`config.mk`:
```
export PLATFORM = sky130hd
export DESIGN_NAME = im_loader
export DESIGN_NICKNAME = d
export VERILOG_FILES = /design/src/rtl/im_loader_pkg.sv /design/src/rtl/im_loader_word_packer.sv /design/src/rtl/im_loader.sv
export SDC_FILE = /design/constraint.sdc
export NUM_CORES = 1
export LEC_CHECK = 0
export ABC_AREA = 1
export BUFFER_PORTS_ARGS = -buffer_cell sky130_fd_sc_hd__buf_2
export CORE_ASPECT_RATIO = 1.2
export CORE_MARGIN = 1
export CORE_UTILIZATION = 45
export DETAILED_ROUTE_END_ITERATION = 10
export PLACE_DENSITY = 0.7
export RECOVER_POWER = 50
export SLEW_MARGIN = 20
export SYNTH_ARGS = -nofsm -noshare
export SYNTH_HDL_FRONTEND = slang
export SYNTH_SLANG_ARGS = --single-unit
```
`constraint.sdc`:
```
create_clock -name clk -period 11.7 [get_ports clk]
set_clock_uncertainty 0.1 [all_clocks]
set_input_delay 0.585 -clock clk [delete_from_list [all_inputs] [get_ports clk]]
set_output_delay 0.585 -clock clk [all_outputs]
set_load 0.02 [all_outputs]
```
`src/rtl/im_loader_pkg.sv`:
```
// Shared definitions for the instruction-memory loader and the memory it feeds.
package im_loader_pkg;

  // Word-index width; the instruction memory uses the same value so depths match.
  localparam int unsigned IM_ADDR_W = 10;

  typedef enum logic [1:0] {
    LDR_IDLE  = 2'd0,
    LDR_LOAD  = 2'd1,
    LDR_WRITE = 2'd2,
    LDR_DONE  = 2'd3
  } ldr_state_t;

  // A load length is usable when it is non-zero and fits the memory depth.
  function automatic logic len_ok(input logic [31:0] n, input int unsigned aw);
    return (n != 32'd0) && (n <= (32'd1 << aw));
  endfunction

endpackage

```
`src/rtl/im_loader_word_packer.sv`:
```
// Packs a byte stream into 32-bit words; byte order set by BIG_ENDIAN.
module word_packer #(
  parameter bit BIG_ENDIAN = 1'b1
) (
  input  logic        clk,
  input  logic        reset,
  input  logic        clr,
  input  logic        shift_en,
  input  logic [7:0]  byte_in,   // 'byte' is a reserved word in SystemVerilog
  output logic [31:0] word,
  output logic        full
);

  logic [23:0] held;
  logic [1:0]  cnt;

  // Word includes the incoming byte so the parent can register it on the 4th handshake.
  always_comb begin
    if (BIG_ENDIAN) word = {held, byte_in};
    else            word = {byte_in, held};
    full = shift_en && (cnt == 2'd3);
  end

  // Byte holding register and position counter; counter wraps 3 -> 0.
  always_ff @(posedge clk or posedge reset) begin
    if (reset) begin
      held <= '0;
      cnt  <= '0;
    end else if (clr) begin
      held <= '0;
      cnt  <= '0;
    end else if (shift_en) begin
      cnt <= cnt + 2'd1;
      if (BIG_ENDIAN) held <= word[23:0];
      else            held <= word[31:8];
    end
  end

endmodule

```
`src/rtl/im_loader.sv`:
```
// Loads a program byte stream into instruction memory and holds the CPU until done.
module im_loader
  import im_loader_pkg::*;
#(
  parameter int unsigned ADDR_W     = IM_ADDR_W,
  parameter bit          BIG_ENDIAN = 1'b1
) (
  input  logic              clk,
  input  logic              reset,
  input  logic              start,
  input  logic [ADDR_W:0]   len,
  input  logic              byte_valid,
  input  logic [7:0]        byte_data,
  output logic              byte_ready,
  output logic              im_we,
  output logic [ADDR_W-1:0] im_waddr,
  output logic [31:0]       im_wdata,
  output logic              busy,
  output logic              done,
  output logic              err,
  output logic [31:0]       checksum,
  output logic              cpu_hold
);

  ldr_state_t      state, state_nxt;
  logic [ADDR_W:0] idx;
  logic [ADDR_W:0] len_q;
  logic            start_ok, start_bad, accept, full;
  logic [31:0]     word;

  assign start_ok  = (state == LDR_IDLE) && start &&  len_ok(32'(len), ADDR_W);
  assign start_bad = (state == LDR_IDLE) && start && !len_ok(32'(len), ADDR_W);
  assign accept    = byte_valid && byte_ready;

  word_packer #(.BIG_ENDIAN(BIG_ENDIAN)) u_packer (
    .clk      (clk),
    .reset    (reset),
    .clr      (start_ok),
    .shift_en (accept),
    .byte_in  (byte_data),
    .word     (word),
    .full     (full)
  );

  // State register.
  always_ff @(posedge clk or posedge reset) begin
    if (reset) state <= LDR_IDLE;
    else       state <= state_nxt;
  end

  // Next-state logic; idx is already post-incremented while in WRITE.
  always_comb begin
    state_nxt = state;
    unique case (state)
      LDR_IDLE:  if (start_ok) state_nxt = LDR_LOAD;
      LDR_LOAD:  if (full)     state_nxt = LDR_WRITE;
      LDR_WRITE: state_nxt = (idx == len_q) ? LDR_DONE : LDR_LOAD;
      LDR_DONE:  state_nxt = LDR_IDLE;
    endcase
  end

  // State-decoded outputs.
  always_comb begin
    byte_ready = (state == LDR_LOAD);
    busy       = (state == LDR_LOAD) || (state == LDR_WRITE);
  end

  // Registered write port, index, checksum and sticky status flags.
  always_ff @(posedge clk or posedge reset) begin
    if (reset) begin
      im_we    <= 1'b0;
      im_waddr <= '0;
      im_wdata <= '0;
      idx      <= '0;
      len_q    <= '0;
      checksum <= '0;
      done     <= 1'b0;
      err      <= 1'b0;
      cpu_hold <= 1'b1;
    end else begin
      im_we <= 1'b0;
      if (start_ok) begin
        idx      <= '0;
        len_q    <= len;
        checksum <= '0;
        done     <= 1'b0;
        err      <= 1'b0;
        cpu_hold <= 1'b1;
      end
      if (start_bad) err <= 1'b1;
      if (full) begin
        im_we    <= 1'b1;
        im_waddr <= idx[ADDR_W-1:0];
        im_wdata <= word;
        checksum <= checksum ^ word;
        idx      <= idx + 1'b1;
      end
      if (state == LDR_WRITE && state_nxt == LDR_DONE) begin
        done     <= 1'b1;
        cpu_hold <= 1'b0;
      end
    end
  end

endmodule

```
* Word-level counts from Yosys, hierarchy flattened
Cells that the tools add are included.
Storage, ports and cells: bits in registers 128, input port bits 23, output and inout bits 80, word-level logic and storage cells 55
Cells by class: add/sub/neg operators 2, order comparisons 1, equality and inequality tests 6, muxes and demuxes 18, bitwise operators 1, reductions and logical operators 15
Operators by type and width (count):
- $mux 32 | 2
- $mux 24 | 2
- $xor 32x32->32 | 1
- $mux 11 | 2
- $add 11x1->11 const B | 1
- $eq 11x11->1 | 1
- $le 11x11->1 const B | 1
- $reduce_bool 11->1 | 1
- $mux 2 | 5
- $eq 2x2->1 const B | 4
- $pmux 2 s4 | 1
- $reduce_bool 2->1 | 4
- $logic_and 1x1->1 | 7
- $mux 1 | 6
- $add 2x1->2 const B | 1
- $eq 2x1->1 const B | 1
- $logic_not 2->1 | 1
- $logic_not 1->1 | 1
- $logic_or 1x1->1 | 1

* Longest topological paths before layout
Gate-level depths: netlist (run 1).
depth in word-level cells 8, gate-level depth with buffers 11, gate-level depth less buffers 11

* Hierarchy
From an unflattened synthesis (run 1), not the netlist that was laid out.
Unflattened totals: cells, all modules 604, area, all modules 5624.1 µm²
By module, submodules not included:
- im_loader | instances 1, cells an instance 478, area each 4491.8 µm², seq. area each 2553.7 µm²
- word_packer | instances 1, cells an instance 126, area each 1132.3 µm², seq. area each 650.6 µm²

* Least setup slack after synthesis (run 1)
Ideal clock, no wire load.
kind reg-to-reg, start reg state[1], end reg checksum[10], setup time 0.133 ns, arrival 1.621 ns, data required time 11.467 ns, path slack 9.846 ns, stages on the path, launching flop included 11, buffers on the path 1, period minus slack after synthesis 1.854 ns, cell sequence dfrtp_1 > inv_1 > ha_1 > nand2_4 > inv_4 > nand2_4 > inv_2 > buf_2 > nand2_1 > nand3_1 > o21ai_0
On the way: word-level cells in the longest chain between the ends 4, elaborated cells between the ends (all ways) 8, those cells by class eq/ne: 1; mux: 1; reduce/logical: 6
Ends and longest elaborated chain:
- start, declared | RTL line im_loader.sv:25 | ldr_state_t state, state_nxt;
- start signal, assigned | RTL line im_loader.sv:48 | else state <= state_nxt;
- $eq 2x1->1 * | RTL line im_loader.sv:64 | byte_ready = (state == LDR_LOAD);
- named net byte_ready | RTL line im_loader.sv:14 | output logic byte_ready,
- $logic_and 1x1->1 * | RTL line im_loader.sv:33 | assign accept = byte_valid && byte_ready;
- $logic_and 1x1->1 * | RTL line im_loader_word_packer.sv:21 | full = shift_en && (cnt == 2'd3);
- $mux 32 / $reduce_bool 2->1 (equally long branches)
- end signal, assigned | RTL line im_loader.sv:95 | checksum <= checksum ^ word;
- end, declared | RTL line im_loader.sv:21 | output logic [31:0] checksum,
The timed path passes the listed nets; every way through them passes the cells marked *. A chain may end at the register's enable or synchronous reset.

==> reports/metrics.yaml, run 1 <==
outcome: "complete, but fails checks"
violations: "capacitance limit, slew limit"
die_area_um2: 12610
drtAntennaViolNets: 0
overflow: 0
cts_sinks: 128
cp.required_ns: 11.36
crit_fanout: 67
die_width_um: 102.7
synth_commonest_cells: "220 x nand2_1, 127 x dfrtp_1, 38 x inv_1, 38 x o21ai_0, 34 x nor2_1"
dpl.hpwl_um: 8440
ys_ff_latch: 128
finalWeightedCongestion: 0.8385
htree_num_levels: 4
hold_viol_final: 0
insertion_delay_ns: 0.41
drc: 0
ys_async_sr_fraction: 1.000
groute.usage.overall: 0.2160
grt_pass1_vias: 4292
combPwrFrac: 0.290
ys_types: 30
arrival_ns: 4.70
post-cts-setup-buffer-count: 0
p_total_uw: 1692
avgRoutedWirePerCell_um: 14.60
pwr-share-clk: 0.300
min_path_type: "in2reg"
core_um2: 11730
area_growth_pct: 18.88
fp.dieH_um: 122.8
drv_cap: 2
synth_edf_count: 0
syn_area_um2: 5473
boundaryPins: 103
yosysTopAreaCellShare: 0.5807
fmax_ghz: 0.1983
antenna_found_initial: 0
synth_cells: 595
grt_pass1_wl_um: 20580
cts_resized: 0
dr.pass1.iters: 4
layout-drive-gt1-share: 0.1299
io_buffers: 102
power.switching_uw: 630.1
postSynthAreaPerCell_um2: 9.198
nNetsFinal: 724
cts_tree: "done"
synth_most_common_cell: "nand2_1"
grt_max_degree: 68
cts.path.max_buffers: 2
end_kind: "async pin"
layout_min_cycle_time_ns: 5.042
leakagePower_uw: 0.003170
clk_pin_slew_ns: 0.05
drt-total-wl_um: 12630
diodes: 0
synth_top_cells_by_area: "dfrtp_1 58%, nand2_1 15%, a21oi_2 4.0%, o21ai_0 3.5%, nand3_1 2.9%"
drt_iter0_drc: 188
intPower_uw: 1062
start_util: 0.4666
yosys_most_used_dff: "dfrtp_1"
rsz0062_at_grt: "false"
cts.root.buffer_cell: "clkbuf_16"
seqPwrFrac: 0.410
swShare: 0.3725
vias: 4294
rows: 43
ys.warnings.count: 0
worstSetupPathType: "in2async"
via_per_inst: 4.964
cts_buffers: 17
critPathLaunchType: "primary input"
ys_seq_area_frac: 0.5855
yosysTopAreaCell: "dfrtp_1"
powerDensity_nw_per_um2: 260.0
worstMarginPinSlew_ns: 3.362
synth_fp_nets: 624
vdd_drop_max_mv: 0.1247
maxSlewHeadroom: -1.241
setup_viol: 0
final_util: 0.5547
fin_crit_sh: 0.4310
hold_buffers: 0
report.final.slew_viol_count: 131
tns_ns: 0
## power by group through the flow
stage	Clock, uW	Sequential (uW)	Combinational (uW)
2_1_floorplan	0	786	259
3_3_place_gp	0	692	504
3_5_place_dp	0	695	517
4_1_cts	515	690	521
5_1_grt	533	712	548
6_report	507	694	490
## path summary, 6_finish.rpt
kind | start | to | slack (ns) | depth (start not counted)
worst min register to register | im_wdata[25]$_DFFE_PP0P_ | im_wdata[25]$_DFFE_PP0P_ | 0.37 | 2
min in group asynchronous | reset | err$_DFFE_PP0P_ | 0.81 | 2
max in group clk | state[1]$_DFF_PP0_ | checksum[31]$_DFFE_PP0P_ | 8.44 | 9
worst max register to register | state[1]$_DFF_PP0_ | checksum[31]$_DFFE_PP0P_ | 8.44 | 9
worst min-delay path | len[2] | len_q[2]$_DFFE_PP0P_ | 0.29 | 3
worst max-delay path | reset | im_wdata[24]$_DFFE_PP0P_ | 6.66 | 3
## cells by family (layout without fill, tap and decap cells)
kind of cell,after synthesis,after routing,synth area share
simple gates,296,296,0.2174
fa+ha+maj,6,6,0.01372
buf+inv,64,177,0.05647
flops,128,128,0.5855
xor+xnor,17,17,0.02721
compound gates,84,84,0.09968
## cell usage in the layout, fill, tap and decap left out, drive strengths merged
| cell type | Yosys | final |
|---|---|---|
| nand2 | 226 | 226 |
| o21bai | 1 | 1 |
| nor3 | 1 | 1 |
| clkbuf | 5 | 102 |
| xor2 | 16 | 16 |
| nand3 | 33 | 33 |
| o22ai | 4 | 4 |
| a21boi | 1 | 1 |
| xnor2 | 1 | 1 |
| bufinv | 0 | 2 |
| nor2 | 35 | 35 |
| clkinv | 0 | 4 |
| inv | 42 | 41 |
| o21ai | 49 | 49 |
| a21oi | 28 | 28 |
| dfstp | 1 | 1 |
| buf | 17 | 24 |
| o31ai | 1 | 1 |
| ha | 6 | 6 |
| dfrtp | 127 | 127 |
| clkinvlp | 0 | 4 |
| nand3b | 1 | 1 |
## flip-flops by register name (all words and copies together), names as in the netlist
signal         cells
checksum          32
cpu_hold           1
done               1
err                1
idx               11
im_waddr          10
im_wdata          32
im_we              1
len_q             11
state              2
u_packer.cnt       2
u_packer.held     24
## final cells by class
cell class / instances / area (um^2)
well taps: 157 / 196.4
multi-input cells: 403 / 1959
flip-flops and latches: 128 / 3204
clock inverters: 9 / 110.1
clock buffers: 23 / 457.9
repair buffers: 103 / 416.7
fillers: 1128 / 5223
inverters: 42 / 161.4
## layer usage
metal,track usage,wire length [um]
met1,0.2813,5764
met2,0.3396,5997
met3,0.05752,659
met4,0.09107,204
met5,0,0
## worst max-delay path: stages
cell	delay, ns
buf_2	0.10
clkinvlp_2	1.50
clkbuf_1	2.47
## through the flow
step / cell area, um^2 / hold WS (ns) / setup WS, ns / cells
floorplan: 5473 / 0.3624 / 7.604 / 595
global placement: 6041 / 0.3577 / 8.354 / 833
detailed placement: 6041 / 0.3620 / 8.270 / 833
CTS: 6609 / 0.2266 / 8.391 / 865
global route: 6506 / 0.2948 / 5.495 / 865
finish: 6506 / 0.2903 / 6.658 / 865
Power figures use the tool's default switching activity.
==> run 2, diff against run 1 <==
==> constraint.sdc (replaced) <==
create_clock -name clk -period 5.2 [get_ports clk]
set_clock_uncertainty 0.1 [all_clocks]
set_input_delay 0.26 -clock clk [delete_from_list [all_inputs] [get_ports clk]]
set_output_delay 0.26 -clock clk [all_outputs]
set_load 0.02 [all_outputs]
==> reports/metrics.yaml, run 2 (synthesized netlist as in run 1, its figures left out) <==
rows: 43  # unchanged
io_buffers: 102  # unchanged
reg2reg_from: "state[1]$_DFF_PP0_"  # unchanged
timing.reg2reg.setup_slack_ns: 1.93  # was 8.44 ns
dp.cells: 833  # unchanged
rsz0062_at_grt: "false"  # unchanged
die_area_um2: 12610  # unchanged
drtAntennaViolNets: 0  # unchanged
finalWeightedCongestion: 0.8060  # was 0.8385
biggestRegsByFlops: "checksum (32), im_wdata (32), u_packer.held (24)"  # unchanged
critPathLaunchType: "flop"  # was primary input
hold_end: "u_packer.held[2]$_DFFE_PP0P_"  # was len_q[2]$_DFFE_PP0P_
groute.usage.overall: 0.2145  # was 0.2160
core_um2: 11730  # unchanged
boundaryPins: 103  # unchanged
vdd_drop_max_mv: 0.2881  # was 0.1247 mV
avgRoutedWirePerCell_um: 14.44  # was 14.60 um
insertion_delay_ns: 0.42  # was 0.41 ns
cts_sinks: 128  # unchanged
drt_iter0_drc: 225  # was 188
cts_tree: "done"  # unchanged
dpl.hpwl_um: 8251  # was 8440 um
outcome: "complete, but fails checks"  # unchanged
cts_buffers: 17  # unchanged
clk_pin_slew_ns: 0.06  # was 0.05 ns
nNetsFinal: 733  # was 724
fin_crit_sh: 0.6293
grt_pass1_wl_um: 20340  # was 20580 um
cts.path.max_buffers: 2  # unchanged
vias: 4324  # was 4294
report.final.slew_viol_count: 63  # was 131
cts_resized: 0  # unchanged
drv_cap: 1  # was 2
overflow: 0  # unchanged
cp.required_ns: 5.39  # was 11.36 ns
die_width_um: 102.7  # unchanged
leakagePower_uw: 0.003234  # was 0.003170 uW
min_path_cells: 3  # unchanged
min_path_type: "in2reg"  # unchanged
hp-start: "byte_data[2]"  # was len[2]
powerDensity_nw_per_um2: 587.8  # was 260.0 nW/um^2
start_util: 0.4666  # unchanged
arrival_ns: 3.46  # was 4.70 ns
fp.dieH_um: 122.8  # unchanged
grt_max_degree: 68  # unchanged
grt_pass1_vias: 4174  # was 4292
placed_area_um2: 6041  # unchanged
setup_viol: 0  # unchanged
dr.pass1.iters: 4  # unchanged
tns_ns: 0  # unchanged
final_cell_area_um2: 6571  # was 6506 um^2
worstMarginPinSlew_ns: 2.686  # was 3.362 ns
drt-total-wl_um: 12620  # was 12630 um
via_per_inst: 4.947  # was 4.964
cts.root.buffer_cell: "clkbuf_16"  # unchanged
worstSetupPathType: "reg2reg"  # was in2async
hold-worst-slack_ns: 0.006218  # was 0.2903 ns
layout_commonest_cell: "nand2_1"  # unchanged
r2r-end: "checksum[22]$_DFFE_PP0P_"  # was checksum[31]$_DFFE_PP0P_
htree_num_levels: 4  # unchanged
area_growth_pct: 20.07  # was 18.88%
fmax_ghz: 0.3056
violations: "capacitance limit, slew limit"  # unchanged
crit_fanout: 59  # was 67
fin_cells: 874  # was 865
drc: 0  # unchanged
antenna_found_initial: 0  # unchanged
hold_viol_final: 0  # unchanged
reg2regPathDepth: 9  # unchanged
maxSlewHeadroom: -0.8008  # was -1.241
diodes: 0  # unchanged
end_kind: "flop"  # was async pin
layout_min_cycle_time_ns: 3.273
layout-drive-gt1-share: 0.09902  # was 0.1299
layout_common_cells: "220 x nand2_1, 127 x dfrtp_1, 81 x clkbuf_1"  # was 220 x nand2_1, 127 x dfrtp_1, 84 x clkbuf_1
run 2: changes by cell type in the layout (fill, tap and decap cells not counted), moves of 3 or more:
cell / change
clkbuf_8: +3
buf_2: -3
a21oi_1: +24
clkbuf_1: -3
a21oi_2: -24
dlygate4sd3_1: +9
run 2: power breakdown:
part           internal (uW)  switching [uW]  leakage, uW  total [uW]
registers               1330             230      0.00171        1560
logic                    322             733      0.00122        1060
clock network            808             440     0.000302        1250
total                   2460            1400      0.00323        3860
run 2: layout make-up:
type / count / area [um^2]
Timing Repair Buffer: 112 / 506.7
Clock inverter: 11 / 152.6
Clock buffer: 21 / 480.5
Multi-Input combinational cell: 403 / 1869
Inverter: 42 / 161.4
Sequential cell: 128 / 3204
Tap cell: 157 / 196.4
Fill cell: 1153 / 5157
run 2: how the worst max path moves through the flow:
stage | from | cells past startpoint | endpoint | slack [ns]
2_1_floorplan | reset | 1 | checksum[0]$_DFFE_PP0P_ | 1.43
4_1_cts | state[1]$_DFF_PP0_ | 9 | checksum[22]$_DFFE_PP0P_ | 1.85
3_5_place_dp | state[1]$_DFF_PP0_ | 9 | checksum[6]$_DFFE_PP0P_ | 1.91
5_1_grt | state[1]$_DFF_PP0_ | 9 | checksum[31]$_DFFE_PP0P_ | 1.64
6_report | state[1]$_DFF_PP0_ | 9 | checksum[22]$_DFFE_PP0P_ | 1.93
3_3_place_gp | state[1]$_DFF_PP0_ | 9 | checksum[5]$_DFFE_PP0P_ | 2.02
run 2: per-stage QoR:
step | util | power (uW) | setup WS (ns)
6_report | 0.5603 | 3862 | 1.927
2_1_floorplan | - | 2351 | 1.429
3_3_place_gp | 0.5150 | 2686 | 2.021
5_1_grt | 0.5603 | 4095 | 1.639
4_1_cts | 0.5767 | 3989 | 1.853
3_5_place_dp | 0.5150 | 2719 | 1.911
run 2: timing repair:
item / in CTS / in global routing
setup buffers: 0 / 0
hold buffers: 9 / 0
hold endpoints to repair: 68 / 0
run 2: layer usage:
metal	track usage	share of wire	up-vias
met4	0.08661	0.018	0
li1	-	-	2114
met3	0.05695	0.054	21
met2	0.3350	0.48	137
met5	0	0	-
met1	0.2828	0.45	2052
run 2: critical path, stage by stage, from the launching register on:
cell	delay [ns]
dfrtp_1	0.40
inv_1	0.14
ha_1	0.31
nand2_4	0.23
inv_4	0.30
nand2_4	0.42
inv_2	0.69
nand2_1	0.24
nand3_1	0.16
o21ai_0	0.12
